<file path="config.mk">
export PLATFORM = sky130hd
export DESIGN_NAME = sp_ram
export DESIGN_NICKNAME = d
export VERILOG_FILES = /design/src/rtl/sp_ram.sv
export SDC_FILE = /design/constraint.sdc
export NUM_CORES = 1
export LEC_CHECK = 0
export BUFFER_PORTS_ARGS = -buffer_cell sky130_fd_sc_hd__buf_2
export CAP_MARGIN = 25
export CORE_MARGIN = 8
export CORE_UTILIZATION = 57
export CTS_BUF_LIST = sky130_fd_sc_hd__clkbuf_8
export CTS_CLUSTER_SIZE = 12
export DETAILED_ROUTE_END_ITERATION = 6
export PLACE_DENSITY = 0.86
export SETUP_SLACK_MARGIN = 0.4
export SYNTH_ARGS = -nofsm -noshare
export SYNTH_HDL_FRONTEND = slang
export SYNTH_SLANG_ARGS = --single-unit
</file>
<file path="constraint.sdc">
create_clock -name clk -period 1.3 [get_ports clk]
set_input_delay 0.13 -clock clk [delete_from_list [all_inputs] [get_ports clk]]
set_output_delay 0.13 -clock clk [all_outputs]
set_load 0.005 [all_outputs]
</file>
<file path="src/rtl/sp_ram.sv">
// ============================================================================
// Module   : sp_ram
// Brief    : Synchronous single-port RAM with one registered read port.
// Revision : 1.0 - initial release
// ============================================================================
`default_nettype none

module sp_ram #(
    parameter int WD = 8,
    parameter int AD = 4
) (
    input  logic        clk,
    input  logic        rst_n,
    input  logic        cs_n,
    input  logic        w_r_n,
    input  logic [AD:1] addr,
    input  logic [WD:1] din,
    output logic [WD:1] dout
);

    localparam int c_depth = 2 ** AD;

    // The array name and shape must stay fixed so hierarchical preloads can reach it.
    logic [WD:1] buffer [0:c_depth-1];

    logic w_wr_en;
    logic w_rd_en;

    // An X/Z on either control bit makes these false, so nothing is written.
    assign w_wr_en = (cs_n == 1'b0) && (w_r_n == 1'b1);
    assign w_rd_en = (cs_n == 1'b0) && (w_r_n == 1'b0);

    // Storage has no reset, so preloaded contents survive rst_n.
    always_ff @(posedge clk) begin
        if (rst_n && w_wr_en) begin
            buffer[addr] <= din;
        end
    end

    always_ff @(posedge clk or negedge rst_n) begin
        if (!rst_n) begin
            dout <= '0;
        end else if (w_rd_en) begin
            dout <= buffer[addr];
        end
    end

endmodule

`default_nettype wire

</file>
==> results of run 1 <==
## worst max-delay path, delay by kind of cell, from the launching register on
family | cells | cell delay (ns)
compound gates | 2 | 0.26
flops | 1 | 0.39
mux | 1 | 0.51
simple gates | 1 | 0.08
## power by group
| part | leakage (nW) | switching [mW] | internal [mW] | total [mW] |
|---|---|---|---|---|
| sequential | 1.24 | 0.0360 | 4.85 | 4.89 |
| combinational | 1.02 | 0.443 | 0.364 | 0.807 |
| clock | 0.194 | 1.64 | 1.90 | 3.54 |
| total | 2.45 | 2.12 | 7.11 | 9.24 |
## how the worst min path moves through the flow
stage / startpoint / to / cells past startpoint
after CTS: din[6] / buffer[8][5] / 1
after detailed placement: rst_n / dout[8] / 2
after global routing: din[6] / buffer[8][5] / 1
after global placement: rst_n / dout[8] / 2
final: din[6] / buffer[5][5] / 1
after floorplan: rst_n / dout[1] / 0
## registers in the layout (all words and copies together), names as in the netlist
| register | flops |
|---|---|
| dout | 8 |
| buffer | 128 |
## placed cells by master, fill, tap and decap left out, types with 2 or more instances in the layout
cell                         synthesis  final
sky130_fd_sc_hd__bufinv_16           0      3
sky130_fd_sc_hd__a31oi_1             8      8
sky130_fd_sc_hd__inv_6               0      2
sky130_fd_sc_hd__clkbuf_8            0     17
sky130_fd_sc_hd__nand3b_1            3      3
sky130_fd_sc_hd__o22ai_1            11     11
sky130_fd_sc_hd__nand3_1             5      5
sky130_fd_sc_hd__buf_4               1     47
sky130_fd_sc_hd__a2bb2oi_1           4      3
sky130_fd_sc_hd__buf_8               1      3
sky130_fd_sc_hd__buf_6               1     14
sky130_fd_sc_hd__o32ai_1             4      4
sky130_fd_sc_hd__nand2_1             9      4
sky130_fd_sc_hd__clkinv_4            0      2
sky130_fd_sc_hd__nand2b_4            0      3
sky130_fd_sc_hd__buf_2               8     19
sky130_fd_sc_hd__mux4_2              4      8
sky130_fd_sc_hd__dfrtp_1             8      8
sky130_fd_sc_hd__nor3_4              0      4
sky130_fd_sc_hd__nand2_8             0      4
sky130_fd_sc_hd__buf_12              1      7
sky130_fd_sc_hd__clkinvlp_4          0      5
sky130_fd_sc_hd__a221oi_1            4      4
sky130_fd_sc_hd__o21ai_2             0      4
sky130_fd_sc_hd__mux2i_1            48     48
sky130_fd_sc_hd__nor2_1             31     17
sky130_fd_sc_hd__nor2_4              0     14
sky130_fd_sc_hd__clkinv_2            0      3
sky130_fd_sc_hd__edfxtp_1          128    128
## layout make-up
class	instances	area (um^2)
Multi-Input combinational cell	153	1480
Tap cell	111	139
Timing Repair Buffer	91	801
Sequential cell	136	4040
Clock buffer	17	234
Clock inverter	15	178
Fill cell	479	2320
## stage by stage
stage	worst slack (ns)	TNS [ns]	util, %
6_report	-0.0649	-0.158	74.8
3_3_place_gp	-0.223	-15.76	67.2
3_5_place_dp	-0.303	-19.22	67.2
2_1_floorplan	-0.194	-5.04	-
4_1_cts	-0.0229	-0.0397	73.8
5_1_grt	-0.0937	-0.357	74.8
## logic make-up after synthesis
logic type	synth area share, %
compound gates	4.78
buf+inv	2.10
flops	75.3
mux	12.6
simple gates	5.24
## routing by layer
| metal | track usage [%] | up-vias | routed length, um |
|---|---|---|---|
| li1 | - | 1407 | - |
| met1 | 27.3 | 1668 | 4880 |
| met2 | 34.4 | 245 | 6540 |
| met3 | 5.54 | 30 | 1490 |
| met4 | 8.35 | 0 | 359 |
| met5 | 0 | - | 0 |
## what timing repair did
action                     CTS  global route
hold endpoints to repair     8             0
resized for setup           31             7
hold buffers                 1             0
buffers inserted             9             8
pin swaps                   16             4
setup endpoints to repair  136           103
==> reports/summary.log, run 1 <==
INFO  floorplan      die_height=113um
INFO  logic_synthesis seq_area_frac_synth=75.3%
INFO  routing        postRouteAntennaNets=0
INFO  routing        vias=3350
INFO  floorplan      core-area=9200um^2
INFO  critical_path  critPathCaptureType=flip-flop
INFO  critical_path  start_kind=flip-flop
INFO  floorplan      die_w=113um
INFO  timing         worst_slack=-0.0649ns
INFO  logic_synthesis post-synth-top-area-cell=sky130_fd_sc_hd__edfxtp_1
INFO  logic_synthesis ys_ff_latch=136
INFO  placed_design  gpl.final_weighted_congestion=0.841
INFO  timing         timing.fmax=733MHz
INFO  routing        drt_iter0_markers=364
INFO  placed_design  placed_cells=473
INFO  cells_and_area drive_gt1_share=40.3%
INFO  logic_synthesis synth.top_cells.by_area=sky130_fd_sc_hd__edfxtp_1 72%, sky130_fd_sc_hd__mux2i_1 8.9%, sky130_fd_sc_hd__dfrtp_1 3.7%, sky130_fd_sc_hd__nor2_1 2.2%, sky130_fd_sc_hd__mux4_1 2.0%
INFO  run            maximum_capacitance_violations=0
INFO  critical_path  path_cells=mux4_2 > a2bb2oi_2 > nand3_1 > a31oi_1
INFO  logic_synthesis synthesis.instances=306
INFO  clock_network  clk-insertion-delay-late=0.45ns
INFO  critical_path  max_stage_delay=0.51ns
INFO  clock_network  cts_tree=built
INFO  floorplan      initial_core_util=58.4%
INFO  min_path       worstHoldPathType=in -> reg
INFO  timing         finalClockSkew=0.0216ns
INFO  logic_synthesis number_of_enable_flip_flop_cells_after_synthesis=128
INFO  clock_network  clock_tree.root_cell=sky130_fd_sc_hd__clkbuf_8
INFO  timing         timing.hold.ws=0.108ns
INFO  global_routing grt_pass1_vias=3345
INFO  power          p_leak=2.45nW
INFO  critical_path  critPathArrivalTime=1.67ns
INFO  routing        via_per_inst=6.41
INFO  cells_and_area areaGrowthSynthToFinish=28.0%
INFO  power          peakVddDrop=0.665mV
INFO  status         outcome=complete, but fails checks
INFO  cells_and_area post-route-cell-area=6880um^2
INFO  routing        drt-wirelength-per-cell=25.4um
INFO  placed_design  placed_cell_area=6180um^2
INFO  placed_design  hpwl=7.99mm
INFO  logic_synthesis synthesis.area=5370um^2
INFO  timing         setup_viol_count_final=5
INFO  logic_synthesis netlist_top_cells_count=128 x sky130_fd_sc_hd__edfxtp_1, 48 x sky130_fd_sc_hd__mux2i_1, 31 x sky130_fd_sc_hd__nor2_1, 11 x sky130_fd_sc_hd__o22ai_1, 9 x sky130_fd_sc_hd__nand2_1
INFO  clock_network  clockBufferDepth=2
INFO  timing         fin_crit=1.36ns
INFO  global_routing antenna_violations_before_repair=0
INFO  logic_synthesis yosysWarnings=0
INFO  logic_synthesis synth.lib_cells_used.distinct=30
INFO  critical_path  regToRegSetupSlack=-0.06ns
INFO  timing         setup_repair_after_global_routing_missed_its_margin=true
INFO  critical_path  path_max_fanout=1
INFO  logic_synthesis synthFlopType=sky130_fd_sc_hd__edfxtp_1
INFO  logic_synthesis synthesis.area_per_instance=17.5um^2
INFO  floorplan      num_io_pins=24
INFO  timing         worst_slew_pin_slew=0.402ns
INFO  timing         report.final.slew_viol_count=0
INFO  global_routing grt_start_max_net_pins=20
INFO  cells_and_area num_antenna_cells=0
INFO  routing        first_pass_iters=7
INFO  routing        wl=13.3mm
INFO  critical_path  required=1.61ns
INFO  timing         slew_headroom=73.2%
INFO  critical_path  reg2reg_to=dout[7]
INFO  clock_network  cts_max_level=4
INFO  logic_synthesis mappedNetlistNets=322
INFO  power          power_per_cell_area=1340nW/um^2
INFO  logic_synthesis yosys.cell_count.top_type=sky130_fd_sc_hd__edfxtp_1
INFO  timing         finalCritPeriodShare=105%
INFO  critical_path  cp_slowest_cell=sky130_fd_sc_hd__mux4_2
INFO  floorplan      core.rowCount=35
INFO  global_routing globalRoute.totalOverflow=0
INFO  critical_path  endpoint=dout[7]
INFO  cells_and_area finalNetCount=415
INFO  logic_synthesis ys_async_sr_fraction=5.88%
INFO  clock_network  clock_sinks=136
INFO  critical_path  startpoint_of_the_most_critical_setup_path=buffer[13][6]
INFO  routing        drc=1
INFO  critical_path  worstRegToRegCells=4
INFO  clock_network  cts_made_buffers=17
INFO  power          post-layout-total-power=9.24mW
INFO  critical_path  r2r_start=buffer[13][6]
INFO  timing         timing.final.hold_violations=0
INFO  status         failed_checks=DRC, setup timing
INFO  floorplan      design.die.area=12800um^2
INFO  critical_path  crit_path_class=reg -> reg
INFO  clock_network  clkTransAtPathRegs=0.07ns
INFO  placed_design  buffer_ports.inserted=23
INFO  logic_synthesis synth_top_area_share=71.6%
INFO  cells_and_area finalNonFillerCells=523
INFO  global_routing grt.total_usage=21.4%
INFO  global_routing global_route_wire_length_before_repair=19.7mm
No activity file was read; power rests on OpenSTA's default activity.
==> run 2: changes to the inputs <==
--- a/config.mk
+++ b/config.mk
@@ -5,8 +5,9 @@
 export SDC_FILE = /design/constraint.sdc
 export NUM_CORES = 1
 export LEC_CHECK = 0
-export BUFFER_PORTS_ARGS = -buffer_cell sky130_fd_sc_hd__buf_2
+export BUFFER_PORTS_ARGS = -buffer_cell sky130_fd_sc_hd__clkbuf_2
 export CAP_MARGIN = 25
+export CORE_ASPECT_RATIO = 0.7
 export CORE_MARGIN = 8
 export CORE_UTILIZATION = 57
 export CTS_BUF_LIST = sky130_fd_sc_hd__clkbuf_8
@@ -14,6 +15,7 @@
 export DETAILED_ROUTE_END_ITERATION = 6
 export PLACE_DENSITY = 0.86
 export SETUP_SLACK_MARGIN = 0.4
+export SLEW_MARGIN = 20
 export SYNTH_ARGS = -nofsm -noshare
 export SYNTH_HDL_FRONTEND = slang
 export SYNTH_SLANG_ARGS = --single-unit
==> run 2 against run 1 <==
The run ends with setup timing left. Clock-buffer cell count unchanged. Final cell count fell by 0.38%. Clock skew down 0.0061 ns. Core utilization increased by 0.48 points. Die area increased by 0.39%. Register-to-register slack barely moved. Routed wire length is 3.2% lower. First-iteration DRC count is 12% higher. Critical path type unchanged.
==> reports/summary.log, run 2 (synthesis gave the netlist of run 1 again) <==
INFO  status         outcome=complete, but fails checks [unchanged]
INFO  status         failed_checks=setup timing [was DRC, setup timing]
INFO  clock_network  clock_tree.root_cell=sky130_fd_sc_hd__clkbuf_8 [unchanged]
INFO  timing         worst_slack=-0.0535ns [was -0.0649 ns]
INFO  cells_and_area largest_register=buffer [unchanged]
INFO  floorplan      die_height=97.2um [was 113 um]
INFO  clock_network  cts_tree=built [unchanged]
INFO  cells_and_area most_common_cell_after_layout_fill_and_taps_aside=sky130_fd_sc_hd__edfxtp_1 [unchanged]
INFO  placed_design  placed_cell_area=6160um^2 [was 6180 um^2]
INFO  critical_path  critical_path_cell_count=4 [unchanged]
INFO  critical_path  path_buf_inv=0 [unchanged]
INFO  min_path       whs_endpoint=dout[7] [was buffer[5][5]]
INFO  power          power_per_cell_area=1390nW/um^2 [was 1340 nW/um^2]
INFO  floorplan      core-area=9110um^2 [was 9200 um^2]
INFO  power          power.clock.fraction=40.5% [was 38.3%]
INFO  cells_and_area commonest_cells_after_routing_fill_and_taps_aside=128 x sky130_fd_sc_hd__edfxtp_1, 48 x sky130_fd_sc_hd__mux2i_1, 33 x sky130_fd_sc_hd__buf_4 [was 128 x sky130_fd_sc_hd__edfxtp_1, 48 x sky130_fd_sc_hd__mux2i_1, 47 x sky130_fd_sc_hd__buf_4]
INFO  power          total_switching_power=2.05mW [was 2.12 mW]
INFO  cells_and_area sequential_cell_area=4040um^2 [unchanged]
INFO  timing         timing.final.hold_violations=0 [unchanged]
INFO  critical_path  crit_path_class=reg -> reg [unchanged]
INFO  placed_design  buffer_ports.inserted=23 [unchanged]
INFO  min_path       worst_hold_path.num_cells=5 [was 1]
INFO  timing         report.final.slew_viol_count=0 [unchanged]
INFO  clock_network  clk-insertion-delay-late=0.44ns [was 0.45 ns]
INFO  power          p_leak=2.43nW [was 2.45 nW]
INFO  cells_and_area finalNetCount=400 [was 415]
INFO  floorplan      die_w=132um [was 113 um]
INFO  cells_and_area top_regs=buffer: 128 flops, dout: 8 flops [unchanged]
INFO  floorplan      core.rowCount=29 [was 35]
INFO  critical_path  critPathTopFamily=multiplexers [unchanged]
INFO  power          comb_power_share=8.0% [was 8.7%]
INFO  floorplan      design.die.area=12800um^2 [about the same]
INFO  critical_path  path_max_fanout=1 [unchanged]
INFO  clock_network  clockBufferDepth=2 [unchanged]
INFO  cells_and_area fillers=514 [was 479]
INFO  min_path       worstHoldPathType=in -> reg [unchanged]
INFO  placed_design  gpl.final_weighted_congestion=0.855 [was 0.841]
INFO  routing        postRouteAntennaNets=0 [unchanged]
INFO  min_path       hold_path_startpoint=w_r_n [was din[6]]
INFO  routing        via_per_inst=6.16 [was 6.41]
INFO  routing        wl=12.8mm [was 13.3 mm]
INFO  global_routing antenna_violations_before_repair=0 [unchanged]
INFO  critical_path  reg2reg_to=dout[3] [was dout[7]]
INFO  critical_path  regToRegSetupSlack=-0.05ns [was -0.06 ns]
INFO  timing         worst_slew_pin_slew=0.472ns [was 0.402 ns]
INFO  cells_and_area post-route-cell-area=6850um^2 [was 6880 um^2]
INFO  timing         timing.hold.ws=0.157ns [was 0.108 ns]
INFO  clock_network  clkTransAtPathRegs=0.07ns [about the same]
INFO  critical_path  critPathCaptureType=flip-flop [unchanged]
INFO  critical_path  r2r_start=buffer[12][2] [was buffer[13][6]]
INFO  timing         finalCritPeriodShare=104% [was 105%]
INFO  clock_network  cts_max_level=4 [unchanged]
INFO  global_routing globalRoute.totalOverflow=0 [unchanged]
INFO  global_routing grt_start_max_net_pins=19 [was 20]
INFO  global_routing grt_pass1_vias=3133 [was 3345]
INFO  power          power_switching_share=21.6% [was 23.0%]
INFO  routing        vias=3208 [was 3350]
INFO  cells_and_area drive_gt1_share=37.8% [was 40.3%]
INFO  routing        drt_iter0_markers=409 [was 364]
INFO  placed_design  placed_cells=476 [was 473]
INFO  timing         finalClockSkew=0.0155ns [was 0.0216 ns]
INFO  routing        drt-wirelength-per-cell=24.7um [was 25.4 um]
INFO  critical_path  max_stage_delay=0.53ns [was 0.51 ns]
INFO  timing         setup_viol_count_final=3 [was 5]
INFO  timing         slew_headroom=68.5% [was 73.2%]
INFO  clock_network  clock_sinks=136 [unchanged]
INFO  critical_path  required=1.60ns [was 1.61 ns]
INFO  global_routing global_route_wire_length_before_repair=19.3mm [was 19.7 mm]
INFO  timing         timing.fmax=739MHz [was 733 MHz]
INFO  cells_and_area num_antenna_cells=0 [unchanged]
INFO  run            maximum_capacitance_violations=0 [unchanged]
INFO  cells_and_area finalNonFillerCells=521 [was 523]
INFO  power          power.internal=7.45mW [was 7.11 mW]
INFO  cells_and_area multi_input_comb_area=1480um^2 [about the same]
INFO  global_routing grt.total_usage=20.4% [was 21.4%]
INFO  critical_path  cp_slowest_cell=sky130_fd_sc_hd__mux4_2 [unchanged]
INFO  timing         timing.setup.tns=-0.120ns [was -0.158 ns]
INFO  critical_path  startpoint_of_the_most_critical_setup_path=buffer[12][2] [was buffer[13][6]]
INFO  critical_path  start_kind=flip-flop [unchanged]
INFO  floorplan      num_io_pins=24 [unchanged]
INFO  critical_path  worstRegToRegCells=4 [unchanged]
INFO  placed_design  hpwl=8.28mm [was 7.99 mm]
INFO  critical_path  critPathArrivalTime=1.66ns [was 1.67 ns]
INFO  power          power.sequential.fraction=51.5% [was 52.9%]
INFO  timing         fin_crit=1.35ns [was 1.36 ns]
INFO  power          peakVddDrop=1.44mV [was 0.665 mV]
INFO  clock_network  cts_made_buffers=17 [unchanged]
INFO  routing        first_pass_iters=5 [was 7]
INFO  timing         setup_repair_after_global_routing_missed_its_margin=true [unchanged]
INFO  cells_and_area largest_reg_flops=128 [unchanged]
INFO  cells_and_area areaGrowthSynthToFinish=27.6% [was 28.0%]
INFO  routing        drc=0 [was 1]
INFO  floorplan      initial_core_util=59.0% [was 58.4%]
INFO  critical_path  path_cells=mux4_2 > a2bb2oi_2 > nand3_1 > a31oi_1 [unchanged]
run 2: timing repair:
action	CTS	global route
resized for setup	20	18
pin swaps	10	13
hold buffers	1	0
setup buffers	9	3
endpoints found under the hold margin	8	0
endpoints found under the setup margin	144	104
run 2: final cells by class:
cell class | instances | area share, %
sequential | 136 | 59.0
multi-input combinational | 153 | 21.6
timing repair buffer | 76 | 10.6
clock buffer | 17 | 3.41
clock inverter | 15 | 3.03
tap | 124 | 2.26
run 2: per-layer routing:
metal / GRT usage [%] / up-vias / wire length, um
li1: - / 1379 / -
met1: 27.2 / 1604 / 5150
met2: 30.5 / 201 / 6090
met3: 7.64 / 24 / 1370
met4: 6.68 / 0 / 231
met5: 0 / - / 0
run 2: worst max-delay path by stage:
stage,slack [ns],end
floorplan,-0.19,buffer[1][0]
global placement,-0.39,dout[4]
detailed placement,-0.41,dout[4]
CTS,-0.04,dout[2]
global route,-0.10,dout[3]
finish,-0.05,dout[3]
run 2: worst min-delay path, delay by kind of cell:
| family | cells | cell delay [ns] |
|---|---|---|
| buffers and inverters | 2 | 0.23 |
| AND/OR/NAND/NOR | 2 | 0.14 |
| AO/OA/AOI/OAI | 1 | 0.05 |
run 2: through the flow:
step	util, %	setup WS [ns]	total power [mW]
after floorplan	-	-0.194	5.35
after global placement	67.6	-0.391	5.61
after detailed placement	67.6	-0.412	5.65
after CTS	74.4	-0.0401	9.47
after global routing	75.2	-0.103	9.73
final	75.2	-0.0535	9.50
run 2: power groups by stage:
stage	clock network, mW	logic (mW)	registers [mW]
final	3.85	0.762	4.89
after global routing	4.03	0.809	4.89
after CTS	3.86	0.715	4.89
after detailed placement	0	0.660	4.99
after global placement	0	0.631	4.98
after floorplan	0	0.367	4.98
==> run 3: changes to the inputs <==
--- a/config.mk
+++ b/config.mk
@@ -5,6 +5,7 @@
 export SDC_FILE = /design/constraint.sdc
 export NUM_CORES = 1
 export LEC_CHECK = 0
+export ABC_CLOCK_PERIOD_IN_PS = 1300
 export BUFFER_PORTS_ARGS = -buffer_cell sky130_fd_sc_hd__clkbuf_2
 export CAP_MARGIN = 25
 export CORE_ASPECT_RATIO = 0.7
@@ -13,7 +14,8 @@
 export CTS_BUF_LIST = sky130_fd_sc_hd__clkbuf_8
 export CTS_CLUSTER_SIZE = 12
 export DETAILED_ROUTE_END_ITERATION = 6
-export PLACE_DENSITY = 0.86
+export MAX_ROUTING_LAYER = met4
+export PLACE_DENSITY = 0.74
 export SETUP_SLACK_MARGIN = 0.4
 export SLEW_MARGIN = 20
 export SYNTH_ARGS = -nofsm -noshare
==> run 3 against run 2 <==
The run still ends with setup timing left. Global-route usage is 0.071 points higher. Highest routed layer unchanged. Via count shrank 3.0%. Non-clock buffer count up 5. Final cell count increased by 0.96%.
==> reports/summary.log, run 3 (synthesis gave the netlist of run 1 again) <==
INFO  critical_path  crit_path_class=reg -> reg [unchanged]
INFO  clock_network  clockBufferDepth=2 [unchanged]
INFO  cells_and_area most_common_cell_after_layout_fill_and_taps_aside=sky130_fd_sc_hd__edfxtp_1 [unchanged]
INFO  cells_and_area largest_reg_flops=128 [unchanged]
INFO  timing         timing.hold.ws=0.179ns [was 0.157 ns]
INFO  global_routing grt.total_usage=20.5% [was 20.4%]
INFO  placed_design  buffer_ports.inserted=23 [unchanged]
INFO  routing        first_pass_iters=5 [unchanged]
INFO  cells_and_area largest_register=buffer [unchanged]
INFO  placed_design  placed_cell_area=6210um^2 [was 6160 um^2]
INFO  critical_path  start_kind=flip-flop [unchanged]
INFO  clock_network  clk-insertion-delay-late=0.44ns [about the same]
INFO  timing         report.final.slew_viol_count=0 [unchanged]
INFO  power          p_leak=2.41nW [was 2.43 nW]
INFO  floorplan      core-area=9110um^2 [unchanged]
INFO  floorplan      design.die.area=12800um^2 [unchanged]
INFO  placed_design  gpl.final_weighted_congestion=0.789 [was 0.855]
INFO  routing        wl=12.2mm [was 12.8 mm]
INFO  clock_network  cts_tree=built [unchanged]
INFO  timing         setup_viol_count_final=4 [was 3]
INFO  cells_and_area drive_gt1_share=38.3% [was 37.8%]
INFO  timing         worst_slack=-0.0640ns [was -0.0535 ns]
INFO  power          peakVddDrop=1.01mV [was 1.44 mV]
INFO  clock_network  cts_made_buffers=17 [unchanged]
INFO  clock_network  cts_max_level=4 [unchanged]
INFO  floorplan      die_w=132um [unchanged]
INFO  run            maximum_capacitance_violations=0 [unchanged]
INFO  critical_path  path_max_fanout=1 [unchanged]
INFO  cells_and_area num_antenna_cells=0 [unchanged]
INFO  critical_path  critPathCaptureType=flip-flop [unchanged]
INFO  timing         finalClockSkew=0.0109ns [was 0.0155 ns]
INFO  floorplan      num_io_pins=24 [unchanged]
INFO  min_path       worstHoldPathType=in -> reg [unchanged]
INFO  timing         setup_repair_after_global_routing_missed_its_margin=true [unchanged]
INFO  cells_and_area top_regs=buffer: 128 flops, dout: 8 flops [unchanged]
INFO  status         outcome=complete, but fails checks [unchanged]
INFO  routing        drt-wirelength-per-cell=23.1um [was 24.7 um]
INFO  timing         worst_slew_pin_slew=0.466ns [was 0.472 ns]
INFO  routing        vias=3111 [was 3208]
INFO  cells_and_area commonest_cells_after_routing_fill_and_taps_aside=128 x sky130_fd_sc_hd__edfxtp_1, 48 x sky130_fd_sc_hd__mux2i_1, 44 x sky130_fd_sc_hd__buf_4 [was 128 x sky130_fd_sc_hd__edfxtp_1, 48 x sky130_fd_sc_hd__mux2i_1, 33 x sky130_fd_sc_hd__buf_4]
INFO  timing         timing.final.hold_violations=0 [unchanged]
INFO  routing        drc=0 [unchanged]
INFO  global_routing globalRoute.totalOverflow=0 [unchanged]
INFO  status         failed_checks=setup timing [unchanged]
INFO  floorplan      die_height=97.2um [unchanged]
INFO  placed_design  hpwl=8.21mm [was 8.28 mm]
INFO  global_routing antenna_violations_before_repair=0 [unchanged]
INFO  cells_and_area areaGrowthSynthToFinish=26.0% [was 27.6%]
INFO  critical_path  critPathArrivalTime=1.68ns [was 1.66 ns]
INFO  power          power_per_cell_area=1320nW/um^2 [was 1390 nW/um^2]
INFO  routing        via_per_inst=5.91 [was 6.16]
INFO  clock_network  clkTransAtPathRegs=0.07ns [about the same]
INFO  timing         slew_headroom=68.8% [was 68.5%]
INFO  cells_and_area post-route-cell-area=6770um^2 [was 6850 um^2]
INFO  global_routing grt_pass1_vias=3184 [was 3133]
INFO  critical_path  required=1.62ns [was 1.60 ns]
INFO  global_routing global_route_wire_length_before_repair=18.8mm [was 19.3 mm]
INFO  timing         fin_crit=1.36ns [was 1.35 ns]
INFO  routing        drt_iter0_markers=307 [was 409]
INFO  clock_network  clock_sinks=136 [unchanged]
INFO  cells_and_area finalNetCount=405 [was 400]
INFO  timing         timing.fmax=733MHz [was 739 MHz]
INFO  floorplan      initial_core_util=59.0% [unchanged]
INFO  routing        postRouteAntennaNets=0 [unchanged]
INFO  timing         finalCritPeriodShare=105% [was 104%]
INFO  global_routing grt_start_max_net_pins=18 [was 19]
INFO  floorplan      core.rowCount=29 [unchanged]
INFO  clock_network  clock_tree.root_cell=sky130_fd_sc_hd__clkbuf_8 [unchanged]
run 3: cell count changes in the layout (fill, tap and decap cells not counted), moves of 3 or more:
cell | before | now
sky130_fd_sc_hd__clkinv_4 | 0 | 3
sky130_fd_sc_hd__buf_4 | 33 | 44
sky130_fd_sc_hd__buf_12 | 13 | 9
sky130_fd_sc_hd__bufinv_16 | 5 | 2
run 3: area by class of cell:
cell class,count,area [um^2]
multi-input cells,153,1470
clock inverters,14,135
repair buffers,81,716
fillers,550,2340
well taps,124,155
clock buffers,18,248
flip-flops and latches,136,4040
run 3: what timing repair did:
item	CTS	global route
resized for setup	21	13
pin swaps	11	2
setup endpoints to repair	120	46
buffers inserted	6	2
cloned	0	0
endpoints found under the hold margin	8	0
hold buffers	1	0
run 3: path summary, 6_finish.rpt:
| kind | start | endpoint | slack, ns | depth (start not counted) |
|---|---|---|---|---|
| worst min-delay path | din[6] | buffer[8][5] | 0.18 | 1 |
| worst max-delay path | buffer[13][4] | dout[5] | -0.06 | 4 |
| min in group asynchronous | rst_n | dout[6] | 0.20 | 3 |
| worst min register to register | dout[7] | dout[7] | 0.55 | 2 |
| worst max register to register | buffer[13][4] | dout[5] | -0.06 | 4 |
| max in group asynchronous | rst_n | dout[4] | 0.95 | 3 |
run 3: metrics by stage:
| step | instances | power (mW) | utilization [%] | setup TNS [ns] | setup slack (ns) |
|---|---|---|---|---|---|
| after floorplan | 306 | 5.35 | - | -5.04 | -0.194 |
| after global placement | 485 | 5.62 | 68.2 | -18.90 | -0.384 |
| after detailed placement | 485 | 5.65 | 68.2 | -21.76 | -0.476 |
| after CTS | 524 | 8.95 | 73.9 | -0.209 | -0.0604 |
| after global routing | 526 | 9.23 | 74.3 | -0.404 | -0.115 |
| final | 526 | 8.95 | 74.3 | -0.209 | -0.0640 |
run 3: routing by layer:
metal / vias to the layer above / share of wire [%] / GRT usage (%)
li1: 1386 / - / -
met1: 1585 / 48 / 28.5
met4: 0 / 1.0 / 6.33
met3: 16 / 6.8 / 6.71
met2: 124 / 45 / 28.0
met5: - / 0 / -
run 3: power breakdown:
part | leakage (nW) | internal [mW] | switching, mW
clock | 0.194 | 1.73 | 1.58
sequential | 1.24 | 4.85 | 0.0333
combinational | 0.972 | 0.347 | 0.414
total | 2.41 | 6.93 | 2.03
run 3: worst max-delay path: stages (launching register included):
cell and delay [ns]:
sky130_fd_sc_hd__edfxtp_1 0.42, sky130_fd_sc_hd__mux4_2 0.50, sky130_fd_sc_hd__a2bb2oi_1 0.15, sky130_fd_sc_hd__nand3_1 0.08
sky130_fd_sc_hd__a31oi_1 0.09
